$ cat src/rtl/pair_accumulator_pkg.sv
// Shared types and arithmetic helpers for the pair accumulator.
// Includes the frame FSM states, input alignment and saturating addition.
package pair_accumulator_pkg;

  typedef enum logic {ACCUM, DONE} state_t;

  typedef struct packed {
    logic signed [63:0] sum;
    logic               ovf;
  } sat_t;

  function automatic int align_shift(input int in_exp, input int acc_exp);
    return in_exp - acc_exp;
  endfunction

  // Operands are carried at 64 bits so any legal width can be saturated without wrap.
  function automatic sat_t sat_add(input logic signed [63:0] acc,
                                   input logic signed [63:0] x,
                                   input int width);
    logic signed [63:0] s;
    logic signed [63:0] hi;
    logic signed [63:0] lo;
    sat_t r;
    s = acc + x;
    hi = (64'sd1 <<< (width - 1)) - 64'sd1;
    lo = -hi - 64'sd1;
    r.sum = s;
    r.ovf = 1'b0;
    if (s > hi) begin
      r.sum = hi;
      r.ovf = 1'b1;
    end else if (s < lo) begin
      r.sum = lo;
      r.ovf = 1'b1;
    end
    return r;
  endfunction

endpackage

$ cat src/rtl/pair_accumulator_lane.sv
// One saturating accumulator lane with a sticky overflow flag.
// The input is aligned to the accumulator exponent by an exact left shift.
module sat_accum_lane
  import pair_accumulator_pkg::*;
#(
  parameter int IN_WIDTH  = 18,
  parameter int SHIFT     = 0,
  parameter int ACC_WIDTH = 24
) (
  input  logic                        clk,
  input  logic                        rst,
  input  logic                        clear,
  input  logic                        en,
  input  logic signed [IN_WIDTH-1:0]  x,
  output logic signed [ACC_WIDTH-1:0] acc,
  output logic                        ovf
);

  logic signed [63:0] aligned;
  sat_t               nxt;

  always_comb begin
    aligned = 64'(x) <<< SHIFT;
    nxt     = sat_add(64'(acc), aligned, ACC_WIDTH);
  end

  always_ff @(posedge clk) begin
    if (rst || clear) begin
      acc <= '0;
      ovf <= 1'b0;
    end else if (en) begin
      acc <= ACC_WIDTH'(nxt.sum);
      ovf <= ovf | nxt.ovf;
    end
  end

endmodule

$ cat src/rtl/pair_accumulator.sv
// Accumulates N_SAMPLES (sum, difference) pairs into two saturating lanes
// and holds each finished frame on a valid/ready output handshake.
module pair_accumulator
  import pair_accumulator_pkg::*;
#(
  parameter int A_WIDTH   = 18,
  parameter int A_EXP     = -10,
  parameter int B_WIDTH   = 19,
  parameter int B_EXP     = -11,
  parameter int ACC_WIDTH = 24,
  parameter int ACC_EXP   = -11,
  parameter int N_SAMPLES = 4
) (
  input  logic                        clk,
  input  logic                        rst,
  input  logic signed [A_WIDTH-1:0]   in_a,
  input  logic signed [B_WIDTH-1:0]   in_b,
  input  logic                        in_valid,
  output logic                        in_ready,
  output logic signed [ACC_WIDTH-1:0] acc_a,
  output logic signed [ACC_WIDTH-1:0] acc_b,
  output logic                        ovf_a,
  output logic                        ovf_b,
  output logic                        out_valid,
  input  logic                        out_ready
);

  localparam int CNT_W = (N_SAMPLES > 1) ? $clog2(N_SAMPLES) : 1;
  localparam logic [CNT_W-1:0] LAST = CNT_W'(N_SAMPLES - 1);

  if (ACC_EXP > A_EXP || ACC_EXP > B_EXP) begin : g_bad_exp
    $error("pair_accumulator: ACC_EXP must be <= min(A_EXP, B_EXP)");
  end
  if (N_SAMPLES < 1) begin : g_bad_n
    $error("pair_accumulator: N_SAMPLES must be >= 1");
  end

  state_t           state;
  logic [CNT_W-1:0] count;
  logic             accept;
  logic             handshake;

  assign accept    = in_valid && in_ready;
  assign handshake = out_valid && out_ready;

  // in_ready and out_valid are registered copies of the next state.
  always_ff @(posedge clk) begin
    if (rst) begin
      state     <= ACCUM;
      count     <= '0;
      in_ready  <= 1'b0;
      out_valid <= 1'b0;
    end else begin
      case (state)
        ACCUM: begin
          in_ready <= 1'b1;
          if (accept) begin
            if (count == LAST) begin
              state     <= DONE;
              count     <= '0;
              in_ready  <= 1'b0;
              out_valid <= 1'b1;
            end else begin
              count <= count + 1'b1;
            end
          end
        end
        DONE: begin
          if (out_ready) begin
            state     <= ACCUM;
            count     <= '0;
            in_ready  <= 1'b1;
            out_valid <= 1'b0;
          end
        end
        default: begin
          state     <= ACCUM;
          count     <= '0;
          in_ready  <= 1'b0;
          out_valid <= 1'b0;
        end
      endcase
    end
  end

  sat_accum_lane #(
    .IN_WIDTH (A_WIDTH),
    .SHIFT    (align_shift(A_EXP, ACC_EXP)),
    .ACC_WIDTH(ACC_WIDTH)
  ) u_lane_a (
    .clk  (clk),
    .rst  (rst),
    .clear(handshake),
    .en   (accept),
    .x    (in_a),
    .acc  (acc_a),
    .ovf  (ovf_a)
  );

  sat_accum_lane #(
    .IN_WIDTH (B_WIDTH),
    .SHIFT    (align_shift(B_EXP, ACC_EXP)),
    .ACC_WIDTH(ACC_WIDTH)
  ) u_lane_b (
    .clk  (clk),
    .rst  (rst),
    .clear(handshake),
    .en   (accept),
    .x    (in_b),
    .acc  (acc_b),
    .ovf  (ovf_b)
  );

endmodule

$ cat config.mk
export PLATFORM = sky130hd
export DESIGN_NAME = pair_accumulator
export DESIGN_NICKNAME = d
export VERILOG_FILES = /design/src/rtl/pair_accumulator_pkg.sv /design/src/rtl/pair_accumulator_lane.sv /design/src/rtl/pair_accumulator.sv
export SDC_FILE = /design/constraint.sdc
export NUM_CORES = 1
export LEC_CHECK = 0
export BUFFER_PORTS_ARGS = -buffer_cell sky130_fd_sc_hd__clkbuf_2
export CAP_MARGIN = 15
export CORE_MARGIN = 2
export CORE_UTILIZATION = 36
export CTS_CLUSTER_DIAMETER = 50
export DETAILED_ROUTE_END_ITERATION = 7
export HOLD_SLACK_MARGIN = 0.08
export SLEW_MARGIN = 10
export SYNTH_ARGS = -nofsm -noshare
export SYNTH_HDL_FRONTEND = slang
export SYNTH_SLANG_ARGS = --single-unit
$ cat constraint.sdc
create_clock -name clk -period 6.2 [get_ports clk]
set_clock_uncertainty 0.15 [all_clocks]
set_input_delay 0.31 -clock clk [delete_from_list [all_inputs] [get_ports clk]]
set_output_delay 0.31 -clock clk [all_outputs]
set_load 0.05 [all_outputs]
==> results, run 1 <==
- The power per cell area is 243 nW/um^2.
- The share of synthesized area in the top cell type comes to 23.5%.
- After synthesis, flip-flops and latches occupy 23.5% of the total area.
- Entering global routing, the biggest net connects 58 pins.
- The initial core utilization is 37.0%.
- After synthesis the cells add up to 4690 sq um.
- STA classifies the critical path startpoint as a flip-flop.
- Detailed placement ended at an HPWL of 9940 um.
- The floorplan die height is 118 um.
- The cell family contributing the most delay on the critical path is simple AND/OR/NAND/NOR gates.
- In the layout the commonest cells are 92 x sky130_fd_sc_hd__clkbuf_2, 83 x sky130_fd_sc_hd__a21oi_1, 67 x sky130_fd_sc_hd__nand2_1.
- Along the worst path, the maximum fanout reaches 21.
- The clock reaches the later pin of the worst-skew pair after 0.31 ns.
- The summed negative setup slack over all endpoints is 0 ns.
- STA classifies the critical path endpoint as a flip-flop.
- After detailed routing, the number of remaining DRC violations is 0.
- The number of antenna-violating nets in the routed design is 0.
- Summed over all cells, the static leakage comes to 2.50 nW.
- For this run, the total global-route usage over all layers was measured as 18.9%.
- The maximum achievable frequency is 289 MHz.
- The repair_antennas step left the layout with diodes totalling 0.
- The number of failing hold endpoints at the final stage was 0.
- The number of buffers and inverters on the critical path is 1.
- The transition time at the pin with the least slew margin is 0.923 ns.
- The most common library cell in the layout ignoring fill and taps is sky130_fd_sc_hd__clkbuf_2.
- The maximum clock path buffer count is 2.
- The via count of the first global-routing pass was 4,579.
- Post-CTS repair changed the size of 0 cells.
- The critical path goes through ha_1, inv_1, fa_1, nand2b_1, a21oi_2, o211ai_1, and4_1, o21a_1, a22o_1, nor2_2, o22ai_1.
- After synthesis, the netlist uses 67 different library cells.
- The final design utilization is 42.9%.
- The first routing iteration left 244 violations.
- The cell with the largest stage delay on the worst path is sky130_fd_sc_hd__nor2_2.
- The number of warnings reported in the yosys synthesis log is 0.
- The number of hold buffers added after CTS was 0.
- The post-route minimum period is 3.46 ns.
- The area of the core region is 12,700 sq um.
- The average wire length per cell after detail routing is 15.4 um.
- The net count of the finished layout is 780.
- In this run the worst hold path is classified as input port to flip-flop.
- TritonCTS built the clock tree.
- The die covers 13,900 sq um.
- The count of buffers added by post-CTS timing repair for setup is 0.
- Cells with a size suffix above 1 make up 18.6% of the layout.
- The count of port buffers added during placement is 92.
- The first TritonRoute pass finished after 4 iterations.
- The critical path required time is 6.21 ns.
- The number of setup violations in the final report is 0.
- The H-tree depth is 2.
- The number of instances in the synthesized netlist is 609.
- VDD sags by at most 0.110 mV.
- In the synthesized netlist the dominant register cell turns out to be sky130_fd_sc_hd__dfxtp_1.
- After clock tree synthesis, the clock-pin slew on the worst setup and hold paths is 0.07 ns.
- The synthesized netlist net count is 700.
- The number of top-level pins is 93.
- In this run the clock root is driven by a sky130_fd_sc_hd__clkbuf_16.
- The synthesized design spends more area on one cell type than any other, namely sky130_fd_sc_hd__dfxtp_1.
- The max-slew violation count came to 0.
- The floorplan has 41 rows.
- The horizontal die dimension is 118 um.
- The routability-driven placement congestion ratio is 0.899.
- Setup repair after global routing left no endpoint under its margin.
- The register bit total from synthesis is 55.
- The max-cap check violation count is 0.
- After detailed routing, the total wire length is 13,300 um.
- The leftover overflow at the end of global routing is 0.
- The first global-routing pass estimated 21,900 um of wire.
- The flow ran to the end, and the final reports show no timing, DRC or antenna violations.
- Data arrives at the worst endpoint at 3.47 ns.
- The count of flip-flops with a built-in enable after synthesis is 0.
- On the worst path, the slowest cell contributes a delay of 0.71 ns.
- Measured against its own limit, the worst slew margin works out to 38.4%.
- The initial antenna violation count is 0.
- The vias after detailed routing is 4,782.
- TritonCTS created 5 clock buffers.
- The share of flip-flops with an asynchronous set or reset is 0%.
- The synthesized area per cell is 7.69 sq um.
- The final critical path takes up 55.8% of the cycle.
- In the routed layout, each cell is associated on average with a via count of 5.55.
- Yosys attributes the largest share of cell area to sky130_fd_sc_hd__dfxtp_1 23%, sky130_fd_sc_hd__ha_1 13%, sky130_fd_sc_hd__a21oi_1 9.0%.
- The clock drives 55 sinks.
- The area added between synthesis and finish is 16.1%.
- The classification of the worst setup path is flip-flop to flip-flop.
Yosys cell counts, drive strengths merged, types with 3 or more instances:
| cell | number |
|---|---|
| a21oi | 87 |
| o21ai | 68 |
| nand2 | 67 |
| dfxtp | 55 |
| nor2 | 50 |
| ha | 48 |
| xnor2 | 23 |
| nor3 | 19 |
| inv | 17 |
| a21o | 16 |
| o211ai | 16 |
| clkbuf | 14 |
| xor2 | 13 |
| nand2b | 12 |
| buf | 8 |
| a211oi | 7 |
| a31oi | 7 |
| nand3 | 7 |
| nand4 | 7 |
| and2 | 5 |
| maj3 | 5 |
| o21a | 5 |
| and3 | 4 |
| o2111ai | 4 |
| a21boi | 3 |
| a22oi | 3 |
| nor2b | 3 |
| o22ai | 3 |
| o31ai | 3 |
final cells by class:
type / count / area (sq um)
multi-input cells: 515 / 3420
clock buffers: 8 / 156
flip-flops and latches: 55 / 1100
inverters: 17 / 63.8
well taps: 172 / 215
repair buffers: 95 / 483
fillers: 1331 / 7230
worst reg2reg max path: stages, from the launching register on:
cell and delay (ns):
sky130_fd_sc_hd__dfxtp_1 0.36, sky130_fd_sc_hd__ha_1 0.21, sky130_fd_sc_hd__inv_1 0.07, sky130_fd_sc_hd__fa_1 0.38
sky130_fd_sc_hd__nand2b_1 0.21, sky130_fd_sc_hd__a21oi_2 0.23, sky130_fd_sc_hd__o211ai_1 0.14, sky130_fd_sc_hd__and4_1 0.21
sky130_fd_sc_hd__o21a_1 0.19, sky130_fd_sc_hd__a22o_1 0.26, sky130_fd_sc_hd__nor2_2 0.71, sky130_fd_sc_hd__o22ai_1 0.19
state kept, by name, indices dropped and copies added (netlist names):
| signal | flops |
|---|---|
| out_valid | 1 |
| u_lane_a.ovf | 1 |
| u_lane_a.acc | 24 |
| u_lane_b.acc | 24 |
| state | 1 |
| u_lane_b.ovf | 1 |
| in_ready | 1 |
| count | 2 |
layer usage:
metal  vias up  global-route usage (%)  share of wire [%]  wire [um]
met4         0                    7.30                2.1        284
met1      2243                    23.6                 46       6160
met2       112                    32.4                 48       6360
met3        22                    3.20                3.7        492
met5         -                       0                  0          0
li1       2405                       -                  -          -
per-stage QoR:
stage / setup WS (ns) / instance area [sq um] / cells / hold slack, ns / power [mW]
floorplan: 3.07 / 4690 / 609 / 0.331 / 0.885
global placement: 2.76 / 5290 / 854 / 0.309 / 1.01
detailed placement: 2.69 / 5290 / 854 / 0.317 / 1.01
CTS: 2.70 / 5440 / 862 / 0.109 / 1.33
global route: 2.52 / 5440 / 862 / 0.118 / 1.41
finish: 2.74 / 5440 / 862 / 0.116 / 1.32
cell families (layout without fill, tap and decap cells):
logic type               Yosys count  after routing  share of synthesized area, %
AO/OA/AOI/OAI                    240            240                          32.2
XOR/XNOR                          36             36                          6.73
adder cells (fa/ha/maj)           55             55                          14.7
buffers and inverters             39            120                          3.58
flip-flops                        55             55                          23.5
multiplexers                       3              3                          1.04
AND/OR/NAND/NOR                  181            181                          18.2
final timing paths:
path	startpoint	to	slack (ns)	cells after the start
setup / recovery	u_lane_a.acc[1]	u_lane_a.acc[22]	2.74	11
hold / removal	rst	out_valid	0.12	2
setup reg to reg	u_lane_a.acc[1]	u_lane_a.acc[22]	2.74	11
hold reg to reg	u_lane_b.acc[16]	u_lane_b.acc[16]	0.32	2
power by group:
part / internal, mW / switching [mW]
Sequential: 0.384 / 0.0271
Clock: 0.173 / 0.139
Combinational: 0.208 / 0.393
(Power assumes the default switching activity.)
==> inputs of run 2 (changes only) <==
==> constraint.sdc (replaced) <==
create_clock -name clk -period 3.6 [get_ports clk]
set_clock_uncertainty 0.15 [all_clocks]
set_input_delay 0.18 -clock clk [delete_from_list [all_inputs] [get_ports clk]]
set_output_delay 0.18 -clock clk [all_outputs]
set_load 0.05 [all_outputs]
==> results, run 2 (same netlist as run 1, synthesis figures left out) <==
- The flow ran to the end, and the final reports show no timing, DRC or antenna violations.
- The final net count is 783.
- Setup violations remaining at the end of the flow were counted as 0.
- The critical path is of the flip-flop to flip-flop type.
- The detailed router finished its first iteration with 313 violations.
- The via count of the first global-routing pass was 4,589.
- The leakage power of the design is 2.52 nW.
- The number of top-level pins is 93.
- The fraction of layout cells with a size suffix above 1 is 18.6%.
- Dividing the final minimum period by the clock period gives 86.2%.
- In the final layout, the registers with the most flip-flops are u_lane_a.acc x24, u_lane_b.acc x24, count x2.
- The initial utilization of the core area, before any placement, comes to 37.0%.
- The cell at the root of the clock tree is sky130_fd_sc_hd__clkbuf_16.
- The library cells used most frequently in the layout, excluding fill and tap cells, are 92 x sky130_fd_sc_hd__clkbuf_2, 83 x sky130_fd_sc_hd__a21oi_1, 67 x sky130_fd_sc_hd__nand2_1.
- The number of failing hold endpoints at the final stage is 0.
- The classification of the worst-slack hold path is input port to flip-flop.
- The largest single stage delay on the critical path is 0.46 ns.
- The power per cell area is 420 nW/um^2.
- The area added between synthesis and finish is 16.7%.
- The endpoint type of the worst setup path is a flip-flop.
- After routing, the total negative slack on setup checks comes to 0 ns.
- The overall routed net length is 13,600 um.
- For the worst setup path, the data required time is 3.64 ns.
- Measured on the finished design, the core utilization comes to 43.2%.
- The count of buffers added by post-CTS timing repair for setup is 0.
- 0 antenna diodes ended up in the layout.
- The signal on the critical path passes through ha_1, inv_1, fa_1, nand2b_1, a21oi_2, o211ai_1, and4_1, nor2_1, mux2_4, o21ai_0, a21oi_1.
- The count of buffer and inverter cells on the critical path is 1.
- Global routing consumed, over all layers together, 19.2% of the routing resources.
- Prior to clock tree synthesis, the placed netlist has a worst setup slack of 0.545 ns.
- The clock tree from TritonCTS is yes.
- The vias after detailed routing is 4,757.
- The number of gates resized after cts is 0.
- The count of TritonRoute iterations in the first routing pass is 5.
- The number of CTS-inserted buffers is 5.
- Once routing completed, OpenROAD measured the worst setup slack at 0.498 ns.
- Measured along the y axis, the die boundary spans 118 um.
- The critical path launch point type is a flip-flop.
- The first global-routing pass estimated 22,200 um of wire.
- The region available for standard cell placement spans 12,700 sq um.
- The number of antenna-violating nets in the routed design is 0.
- The critical path data arrival time is 3.14 ns.
- The area of the die is 13,900 sq um.
- Counting the fill cells in the layout gives 1,314.
- The max-slew violation count came to 0.
- The maximum achievable frequency is 322 MHz.
- The clock sink count is 55.
- The count of port buffers added during placement is 92.
- The clock slew seen by the registers of the worst setup and hold paths is 0.07 ns.
- Entering global routing, the biggest net connects 40 pins.
- The horizontal die dimension is 118 um.
- The relative max-transition margin is 51.2%.
- The routability-driven placement congestion ratio is 0.882.
- The cell family contributing the most delay on the critical path is simple AND/OR/NAND/NOR gates.
- Summed over all nets, the half-perimeter wirelength after detailed placement is 10,200 um.
- Including well taps, the total number of placed cells is 855.
- Max-cap violations in this run came to 0.
- After routing the design area is 5470 sq um.
- The cell with the largest stage delay on the worst path is sky130_fd_sc_hd__mux2_4.
- The non-filler instance count after layout is 865.
- Counting along the longest clock path gives a buffer depth of 2.
- Setup repair after global routing left no endpoint under its margin.
- In the routed design, unresolved DRC markers number 0.
- Summing all placed instances gives a cell area of 5290 sq um.
- Summed over all layers, the global routing overflow is 0.
- The H-tree depth is 2.
- The maximum fanout encountered on the critical timing path is 23.
- Using the TritonRoute via totals, the vias-per-cell ratio works out to 5.50.
- For the pin with the worst max-slew slack, the measured transition is 0.731 ns.
- The most common library cell in the layout ignoring fill and taps is sky130_fd_sc_hd__clkbuf_2.
- The clock reaches the later pin of the worst-skew pair after 0.32 ns.
- The initial antenna violation count is 0.
- Dividing the detail-routed wire length by the instance count gives 15.8 um.
- The worst supply voltage drop on vdd is 0.196 mV.
- The number of standard-cell rows in the floorplan is 41.
- The post-route minimum period is 3.10 ns.
run 2: cell type report:
| type | instances | area [sq um] | area share (%) |
|---|---|---|---|
| Inverter | 17 | 63.8 | 1.17 |
| Tap cell | 172 | 215 | 3.94 |
| Sequential cell | 55 | 1100 | 20.1 |
| Multi-Input combinational cell | 515 | 3420 | 62.6 |
| Clock buffer | 8 | 156 | 2.86 |
| Timing Repair Buffer | 98 | 510 | 9.33 |
run 2: metal layers:
metal / vias up / routed length [um] / track usage, %
li1: 2403 / - / -
met2: 119 / 6410 / 31.5
met4: 0 / 200 / 6.02
met1: 2220 / 6470 / 25.6
met5: - / 0 / 0
met3: 15 / 548 / 3.49
run 2: repair_timing:
item                                   CTS  global route
setup endpoints to repair                0             0
endpoints found under the hold margin    5             0
hold buffers                             2             0
run 2: worst register-to-register path: stages, from the launching register on:
cell	delay, ns
sky130_fd_sc_hd__dfxtp_1	0.37
sky130_fd_sc_hd__ha_1	0.23
sky130_fd_sc_hd__inv_1	0.07
sky130_fd_sc_hd__fa_1	0.38
sky130_fd_sc_hd__nand2b_1	0.21
sky130_fd_sc_hd__a21oi_2	0.22
sky130_fd_sc_hd__o211ai_1	0.14
sky130_fd_sc_hd__and4_1	0.21
sky130_fd_sc_hd__nor2_1	0.24
sky130_fd_sc_hd__mux2_4	0.46
sky130_fd_sc_hd__o21ai_0	0.20
sky130_fd_sc_hd__a21oi_1	0.09
run 2: where the power goes:
part,internal (mW),total [mW],switching (mW)
Clock,0.298,0.547,0.249
Combinational,0.360,1.04,0.685
Sequential,0.661,0.706,0.0450
run 2: final timing paths:
check	end	from	slack, ns	depth (start not counted)
min	u_lane_a.acc[1]	in_a[0]	0.12	4
max	u_lane_a.acc[0]	u_lane_a.acc[1]	0.50	11
max reg2reg	u_lane_a.acc[0]	u_lane_a.acc[1]	0.50	11
min reg2reg	u_lane_b.acc[12]	u_lane_b.acc[12]	0.32	2
run 2: metrics by stage:
| step | total power [mW] | hold slack (ns) |
|---|---|---|
| 6_report | 2.30 | 0.118 |
| 5_1_grt | 2.44 | 0.127 |
| 4_1_cts | 2.31 | 0.112 |
| 3_5_place_dp | 1.75 | 0.305 |
| 3_3_place_gp | 1.74 | 0.297 |
| 2_1_floorplan | 1.52 | 0.220 |
